### src/rtl/mips_ctrl_pkg.sv
// Shared encodings for the multicycle MIPS control unit and its ALU:
// opcodes, functs, ALU operation codes, FSM states and mux selects.
package mips_ctrl_pkg;

    localparam logic [5:0] OP_RTYPE = 6'h00;
    localparam logic [5:0] OP_J     = 6'h02;
    localparam logic [5:0] OP_BEQ   = 6'h04;
    localparam logic [5:0] OP_BNE   = 6'h05;
    localparam logic [5:0] OP_ADDI  = 6'h08;
    localparam logic [5:0] OP_LW    = 6'h23;
    localparam logic [5:0] OP_SW    = 6'h2B;

    localparam logic [5:0] FN_ADD = 6'h20;
    localparam logic [5:0] FN_SUB = 6'h22;
    localparam logic [5:0] FN_AND = 6'h24;
    localparam logic [5:0] FN_OR  = 6'h25;
    localparam logic [5:0] FN_NOR = 6'h27;
    localparam logic [5:0] FN_SLT = 6'h2A;

    localparam logic [3:0] ALU_AND = 4'b0000;
    localparam logic [3:0] ALU_OR  = 4'b0001;
    localparam logic [3:0] ALU_ADD = 4'b0010;
    localparam logic [3:0] ALU_SUB = 4'b0110;
    localparam logic [3:0] ALU_SLT = 4'b0111;
    localparam logic [3:0] ALU_NOR = 4'b1100;

    localparam logic [1:0] SRCB_B      = 2'b00;
    localparam logic [1:0] SRCB_FOUR   = 2'b01;
    localparam logic [1:0] SRCB_IMM    = 2'b10;
    localparam logic [1:0] SRCB_IMM_SH = 2'b11;

    localparam logic [1:0] PCSRC_ALU    = 2'b00;
    localparam logic [1:0] PCSRC_ALUOUT = 2'b01;
    localparam logic [1:0] PCSRC_JUMP   = 2'b10;

    typedef enum logic [3:0] {
        FETCH  = 4'd0,
        DECODE = 4'd1,
        MEMADR = 4'd2,
        MEMRD  = 4'd3,
        MEMWB  = 4'd4,
        MEMWR  = 4'd5,
        EXEC   = 4'd6,
        ALUWB  = 4'd7,
        BRANCH = 4'd8,
        ADDIEX = 4'd9,
        ADDIWB = 4'd10,
        JUMP   = 4'd11
    } state_e;

endpackage

### src/rtl/alu_control_decoder.sv
// R-type funct to ALU operation map plus an unsupported-funct flag.
// Purely combinational, zero latency, no flow control.
module alu_control_decoder
    import mips_ctrl_pkg::*;
(
    input  logic [5:0] funct,
    output logic [3:0] alu_ctrl,
    output logic       funct_illegal
);

    always_comb begin
        alu_ctrl      = ALU_ADD;
        funct_illegal = 1'b0;
        case (funct)
            FN_ADD:  alu_ctrl = ALU_ADD;
            FN_SUB:  alu_ctrl = ALU_SUB;
            FN_AND:  alu_ctrl = ALU_AND;
            FN_OR:   alu_ctrl = ALU_OR;
            FN_SLT:  alu_ctrl = ALU_SLT;
            FN_NOR:  alu_ctrl = ALU_NOR;
            default: funct_illegal = 1'b1;
        endcase
    end

endmodule

### src/rtl/mips_multicycle_control.sv
// Moore control FSM for the multicycle MIPS32 datapath; outputs decode from the state register.
// 2-5 cycles per instruction depending on class; no backpressure, one instruction in flight.
module mips_multicycle_control
    import mips_ctrl_pkg::*;
(
    input  logic       clk,
    input  logic       rst_n,
    input  logic [5:0] opcode,
    input  logic [5:0] funct,
    input  logic       Zero,
    output logic       PCEn,
    output logic       IorD,
    output logic       MemRead,
    output logic       MemWrite,
    output logic       IRWrite,
    output logic       MemtoReg,
    output logic       RegDst,
    output logic       RegWrite,
    output logic       ALUSrcA,
    output logic [1:0] ALUSrcB,
    output logic [3:0] ALUcontrol,
    output logic [1:0] PCSource,
    output logic       illegal,
    output logic [3:0] state_o
);

    state_e     state_q, state_d;
    logic [3:0] funct_alu;
    logic       funct_bad;
    logic       decode_ok;

    alu_control_decoder u_alu_dec (
        .funct         (funct),
        .alu_ctrl      (funct_alu),
        .funct_illegal (funct_bad)
    );

    always_comb begin
        decode_ok = 1'b1;
        case (opcode)
            OP_LW, OP_SW, OP_BEQ, OP_BNE, OP_ADDI, OP_J: decode_ok = 1'b1;
            OP_RTYPE: decode_ok = ~funct_bad;
            default:  decode_ok = 1'b0;
        endcase
    end

    always_comb begin
        state_d = FETCH;
        case (state_q)
            FETCH: state_d = DECODE;
            DECODE: begin
                case (opcode)
                    OP_LW, OP_SW:   state_d = MEMADR;
                    OP_RTYPE:       state_d = funct_bad ? FETCH : EXEC;
                    OP_BEQ, OP_BNE: state_d = BRANCH;
                    OP_ADDI:        state_d = ADDIEX;
                    OP_J:           state_d = JUMP;
                    default:        state_d = FETCH;
                endcase
            end
            MEMADR:  state_d = (opcode == OP_SW) ? MEMWR : MEMRD;
            MEMRD:   state_d = MEMWB;
            EXEC:    state_d = ALUWB;
            ADDIEX:  state_d = ADDIWB;
            default: state_d = FETCH;
        endcase
    end

    always_ff @(posedge clk or negedge rst_n) begin
        if (!rst_n) state_q <= FETCH;
        else        state_q <= state_d;
    end

    always_comb begin
        PCEn       = 1'b0;
        IorD       = 1'b0;
        MemRead    = 1'b0;
        MemWrite   = 1'b0;
        IRWrite    = 1'b0;
        MemtoReg   = 1'b0;
        RegDst     = 1'b0;
        RegWrite   = 1'b0;
        ALUSrcA    = 1'b0;
        ALUSrcB    = SRCB_B;
        ALUcontrol = ALU_ADD;
        PCSource   = PCSRC_ALU;
        illegal    = 1'b0;
        case (state_q)
            FETCH: begin
                MemRead = 1'b1;
                IRWrite = 1'b1;
                ALUSrcB = SRCB_FOUR;
                PCEn    = 1'b1;
            end
            DECODE: begin
                ALUSrcB = SRCB_IMM_SH;
                illegal = ~decode_ok;
            end
            MEMADR, ADDIEX: begin
                ALUSrcA = 1'b1;
                ALUSrcB = SRCB_IMM;
            end
            MEMRD: begin
                IorD    = 1'b1;
                MemRead = 1'b1;
            end
            MEMWR: begin
                IorD     = 1'b1;
                MemWrite = 1'b1;
            end
            MEMWB: begin
                MemtoReg = 1'b1;
                RegWrite = 1'b1;
            end
            EXEC: begin
                ALUSrcA    = 1'b1;
                ALUcontrol = funct_alu;
            end
            ALUWB: begin
                RegDst   = 1'b1;
                RegWrite = 1'b1;
            end
            ADDIWB: RegWrite = 1'b1;
            BRANCH: begin
                ALUSrcA    = 1'b1;
                ALUcontrol = ALU_SUB;
                PCSource   = PCSRC_ALUOUT;
                PCEn       = ((opcode == OP_BEQ) & Zero) | ((opcode == OP_BNE) & ~Zero);
            end
            JUMP: begin
                PCSource = PCSRC_JUMP;
                PCEn     = 1'b1;
            end
            default: ;
        endcase
        // State is already FETCH under reset; only the side-effecting enables need masking.
        if (!rst_n) begin
            PCEn     = 1'b0;
            IRWrite  = 1'b0;
            MemRead  = 1'b0;
            MemWrite = 1'b0;
            RegWrite = 1'b0;
            illegal  = 1'b0;
        end
    end

    assign state_o = state_q;

endmodule

### config.mk
export PLATFORM = sky130hd
export DESIGN_NAME = mips_multicycle_control
export DESIGN_NICKNAME = d
export VERILOG_FILES = /design/src/rtl/mips_ctrl_pkg.sv /design/src/rtl/alu_control_decoder.sv /design/src/rtl/mips_multicycle_control.sv
export SDC_FILE = /design/constraint.sdc
export NUM_CORES = 1
export LEC_CHECK = 0
export CAP_MARGIN = 5
export CORE_UTILIZATION = 41
export DETAILED_ROUTE_END_ITERATION = 10
export PLACE_DENSITY = 0.85
export SETUP_SLACK_MARGIN = 0.2
export SYNTH_ARGS = -nofsm -noshare
export SYNTH_HDL_FRONTEND = slang
export SYNTH_SLANG_ARGS = --single-unit
### constraint.sdc
create_clock -name clk -period 2.8 [get_ports clk]
set_input_delay 0.42 -clock clk [delete_from_list [all_inputs] [get_ports clk]]
set_output_delay 0.42 -clock clk [all_outputs]
set_load 0.02 [all_outputs]
# [Yosys cells after proc, flatten, opt, wreduce, memory -nomap -nowiden]
# Index checks and enable logic that the tools add are counted.
[totals] ff_bits=4 inputBits=15 out_inout_bits=22 elab_cells=66
[op_classes] n_eq_ne=23 n_mux=25 bitwise_logic=5 reduce_logical=12
[op_table] op="6-bit == test (second input constant)" count=8
[op_table] op="4-bit one-hot mux with 5 select lines" count=2
[op_table] op="4-bit one-hot mux with 6 select lines" count=1
[op_table] op="4-bit by 3-bit == test with 1-bit output (second input constant)" count=4
[op_table] op="4-bit == test (second input constant)" count=4
[op_table] op="1-bit two-way mux" count=15
[op_table] op="6-bit by 3-bit == test with 1-bit output (second input constant)" count=2
[op_table] op="2-bit OR reduction" count=6
[op_table] op="6-bit OR reduction" count=2
[op_table] op="4-bit by 2-bit == test with 1-bit output (second input constant)" count=2
[op_table] op="4-bit one-hot mux with 2 select lines" count=1
[op_table] op="6-bit by 2-bit == test with 1-bit output (second input constant)" count=1
[op_table] op="6-bit by 4-bit == test with 1-bit output (second input constant)" count=1
[op_table] op="6-bit zero test" count=1
[op_table] op="3-bit two-way mux" count=2
[op_table] op="2-bit one-hot mux with 3 select lines" count=1
[op_table] op="4-bit by 1-bit == test with 1-bit output (second input constant)" count=1
[op_table] op="4-bit zero test" count=1
[op_table] op="1-bit one-hot mux with 2 select lines" count=2
[op_table] op="2-bit one-hot mux with 2 select lines" count=1
[op_table] op="4-bit OR reduction" count=1
[op_table] op="3-bit OR reduction" count=1
[op_table] op="1-bit AND" count=2
[op_table] op="1-bit inverter" count=2
[op_table] op="1-bit bitwise OR" count=1

# [Longest topological paths before layout]
[depth] ltp_word=6 mapped_depth=5 mapped_depth_nobuf=4

# [Hierarchy]
# Synthesis repeated with hierarchy kept, for this count alone.
[unflattened] cells_unflattened=89 hier_area_um2=640.6
[by_module_without_submodules] mod="mips_multicycle_control" n_inst=1 cells_each=75 area_per_inst_um2=526.8 seq_area_each_um2=100.1
[by_module_without_submodules] mod="alu_control_decoder" n_inst=1 cells_each=14 area_per_inst_um2=113.9 seq_area_each_um2=0.0

# [Worst setup path after synthesis]
# OpenSTA, ideal clock, no wires.
[synth_timing] path_kind="register to output" from="reg state_q[0] (netlist: state_o[0])" to="out illegal" arrival_ns=1.445 required_ns=2.380 path_slack_ns=0.935 stages_incl_launch_ff=4 n_path_buf=0 cell_sequence="dfrtp_1 -> nor2b_1 -> nand3_1 -> a221oi_1"
[synth_between] elab_chain_len=3
[synth_rtl] item="from (decl)" line_no="mips_multicycle_control.sv:27" source="state_e state_q, state_d;"
[synth_rtl] item="from (signal assigned)" line_no="mips_multicycle_control.sv:71" source="else state_q <= state_d;"
[synth_rtl] item="4-bit by 1-bit == test with 1-bit output" line_no="mips_multicycle_control.sv:88" source="case (state_q)"
[synth_rtl] item="1-bit two-way mux" line_no="mips_multicycle_control.sv:88"
[synth_rtl] item="1-bit two-way mux" line_no="mips_multicycle_control.sv:137" source="if (!rst_n) begin"
[synth_rtl] item="to (decl)" line_no="mips_multicycle_control.sv:23" source="output logic illegal,"
# No other way between the ends.

# [Worst setup path in the final report]
[layout_timing] from="in funct[0]" to="out ALUcontrol[3]"
[layout_between] elab_chain_len=3 word_cells_on_any_way=7 cone_classes="eq/ne: 5; mux: 2"
[layout_rtl] item="from (decl)" line_no="mips_multicycle_control.sv:9" source="input logic [5:0] funct,"
[layout_rtl] item="6-bit == test" line_no="alu_control_decoder.sv:14" source="case (funct)"
[layout_rtl] item="4-bit one-hot mux with 5 select lines (*)" line_no="alu_control_decoder.sv:14"
[layout_rtl] item="4-bit one-hot mux with 2 select lines (*)" line_no="mips_multicycle_control.sv:88"
[layout_rtl] item="to (decl)" line_no="mips_multicycle_control.sv:21" source="output logic [3:0] ALUcontrol,"
# Mark *: on every way between the ends. The rest lies on a longest branch, timed or not.

==> qor.yml <==
detailed_routing:
  vias: 835
  drtIter0Drc: 18
  ant_nets: 0
  routed_wl_um: 1850
  firstDrtPassIters: 4
  route.detailed.wl_per_inst_um: 12.8
  drc: 0
  vias_per_cell: 5.76
critical_path:
  crit_family: "buffers and inverters"
  required_ns: 2.38
  setup.worst_path.start: "funct[0]"
  cp_common_cell: "clkdlybuf4s50_1"
  worstSetupEndpointType: "output port"
  crit_fanout: 4
  r2r_start: "state_o[0]"
  slowest_delay_ns: 0.60
  arrival_ns: 2.13
  crit_buf_inv: 3
  critical-path-slowest-cell: "clkdlybuf4s50_1"
  worstSetupStartpointType: "input port"
  worst-setup-path-type: "in2out"
  crit_chain: "clkdlybuf4s50_1 -> nand3b_1 -> buf_4 -> nor2_1 -> clkdlybuf4s50_1"
synth:
  syn_area_per_cell_sq_um: 7.51
  synth_edf_count: 0
  ys_warn_count: 0
  synth_cell_types: 37
  ys_seq_area_frac: 0.152
  netlist_area_sq_um: 661
  synth_top_family_by_area: "simple AND/OR/NAND/NOR gates"
  synth-xor-area-share: 0.0398
  async_reset_ff_frac: 1.00
  synth-simple-area-share: 0.428
  ys.flop_type: "dfrtp_1"
  synth_fp_nets: 103
  muxShareOfSynthArea: 0.0379
  synth_fa_ha_area_frac: 0
  synth_compound_area_frac: 0.246
  syn-instance-count: 88
  ys_ff_latch: 4
finish:
  ff_latch_area_sq_um: 103
  nFillCells: 130
  area_growth_pct: 61.6
  largest_register_ffs: 4
  fin_nets: 146
  final_cell_mix: "clkdlybuf4s50_1, nor2_1, nor3_1, nand2b_1, buf_4"
  multi_input_area_sq_um: 502
  n_antenna_cell: 0
  fin_cells: 145
  final_area_sq_um: 1070
  drive_gt1_frac: 0.163
  mostFrequentLayoutCell: "clkdlybuf4s50_1"
clock_network:
  tritoncts: "built"
  cts_root_buf: "clkbuf_4"
  cts_num_sinks: 4
  cts_buffers: 3
  htreeDepth: 1
  cts.clk_slew.worst_paths_ns: 0.04
  clockBufferDepth: 2
  clk-insertion-delay-late_ns: 0.24
placement:
  place_ws_ns: 0.0343
  dp_cells: 141
  gp_congestion: 0.800
  portBuffers: 36
  placed_area_sq_um: 1030
  post-dp-hpwl_um: 1450
global_routing:
  grt_max_degree: 16
  antenna_found_initial: 0
  grt-ovfl-total: 0
  grt_util_all_layers: 0.237
  grt_pass1_wl_um: 3250
  grt_pass1_vias: 763
die:
  die_area_sq_um: 1780
  rows: 14
  io_pins: 37
  start_util: 0.439
  fp.dieH_um: 42.1
  core-area_sq_um: 1510
  die_x_um: 42.1
timing:
  rsz0062_at_grt: "no"
  slew_headroom: 0.729
  worst_pin_slew_ns: 0.403
  fmax_mhz: 392
  finalHoldViolCount: 0
  drv_slew: 0
  finalSetupTns_ns: 0
  finalCritPeriodShare: 0.911
  finalSetupViolations: 0
  worst_slack_ns: 0.249
  period_minus_slack_ns: 2.55
  worst_clock_skew_ns: 0.00357
power:
  combPwrFrac: 0.707
  power_frac_seq: 0.186
  power.switching_w: 0.000320
  p_per_area_nw_per_um2: 629
  clkPwrFrac: 0.107
  peakVddDrop_mv: 0.402
  power_w: 0.000671
  leakagePower_nw: 0.429
  intPower_w: 0.000351
  sw_frac_of_total: 0.477
min_path:
  hold_class: "in2async"
flow_run:
  maxCapViolations: 0
status:
  outcome: "completed"
## cells in the mapped netlist, types with 3 or more instances
master,n,area (sq um)
nor2_1,12,45.0
o21a_1,3,22.5
inv_1,4,15.0
dfrtp_1,4,100
a21oi_1,5,25.0
nand2_1,5,18.8
nand2b_1,6,37.5
a221oi_1,3,26.3
clkbuf_8,3,41.3
nand3_1,5,25.0
nor3_1,8,40.0
## per-layer routing
metal | up-vias | track usage | share of wire | wire [um]
met1 | 382 | 0.310 | 0.44 | 820
met2 | 37 | 0.375 | 0.48 | 893
met4 | 0 | 0.119 | 0.019 | 36
met3 | 4 | 0.0388 | 0.053 | 98
li1 | 412 | - | - | -
met5 | - | 0 | 0 | 0
## what timing repair did
item,in CTS,in global routing
setup buffers,0,1
setup endpoints to repair,3,3
pin swaps,0,1
hold buffers,0,0
resized for setup,3,3
## cell families after synthesis
kind of cell              after synthesis
AOI/OAI and AO/OA                      21
and+or+nand+nor                        50
DFF                                     4
buffers and inverters                   8
muxes                                   2
xor gates and xnor gates                3
## path summary, 6_finish.rpt
check	endpoint	slack [ns]	cells after the start
setup / recovery	ALUcontrol[3]	0.25	5
hold / removal	state_o[2]	0.62	2
setup reg to reg	state_o[1]	1.54	4
hold reg to reg	state_o[2]	0.63	1
max in group asynchronous	state_o[0]	2.07	2
min in group clk	state_o[2]	0.63	1
## cell type report
cell class | instances | area share
multi-input cells | 76 | 0.470
flip-flops and latches | 4 | 0.0961
repair buffers | 42 | 0.380
inverters | 4 | 0.0141
clock buffers | 3 | 0.0211
well taps | 16 | 0.0188
## power by group through the flow
stage | Sequential (W) | Clock [W] | Combinational, W
after CTS | 0.000123 | 0.0000726 | 0.000473
after floorplan | 0.000115 | 0 | 0.000301
final | 0.000125 | 0.0000719 | 0.000474
after global placement | 0.000122 | 0 | 0.000472
after global routing | 0.000131 | 0.0000784 | 0.000507
after detailed placement | 0.000123 | 0 | 0.000480
## through the flow
step,utilization,hold WS (ns)
after floorplan,-,0.124
after global placement,0.684,0.626
after detailed placement,0.684,0.640
after CTS,0.698,0.628
after global routing,0.708,0.638
final,0.708,0.620
(Power assumes the default switching activity.)
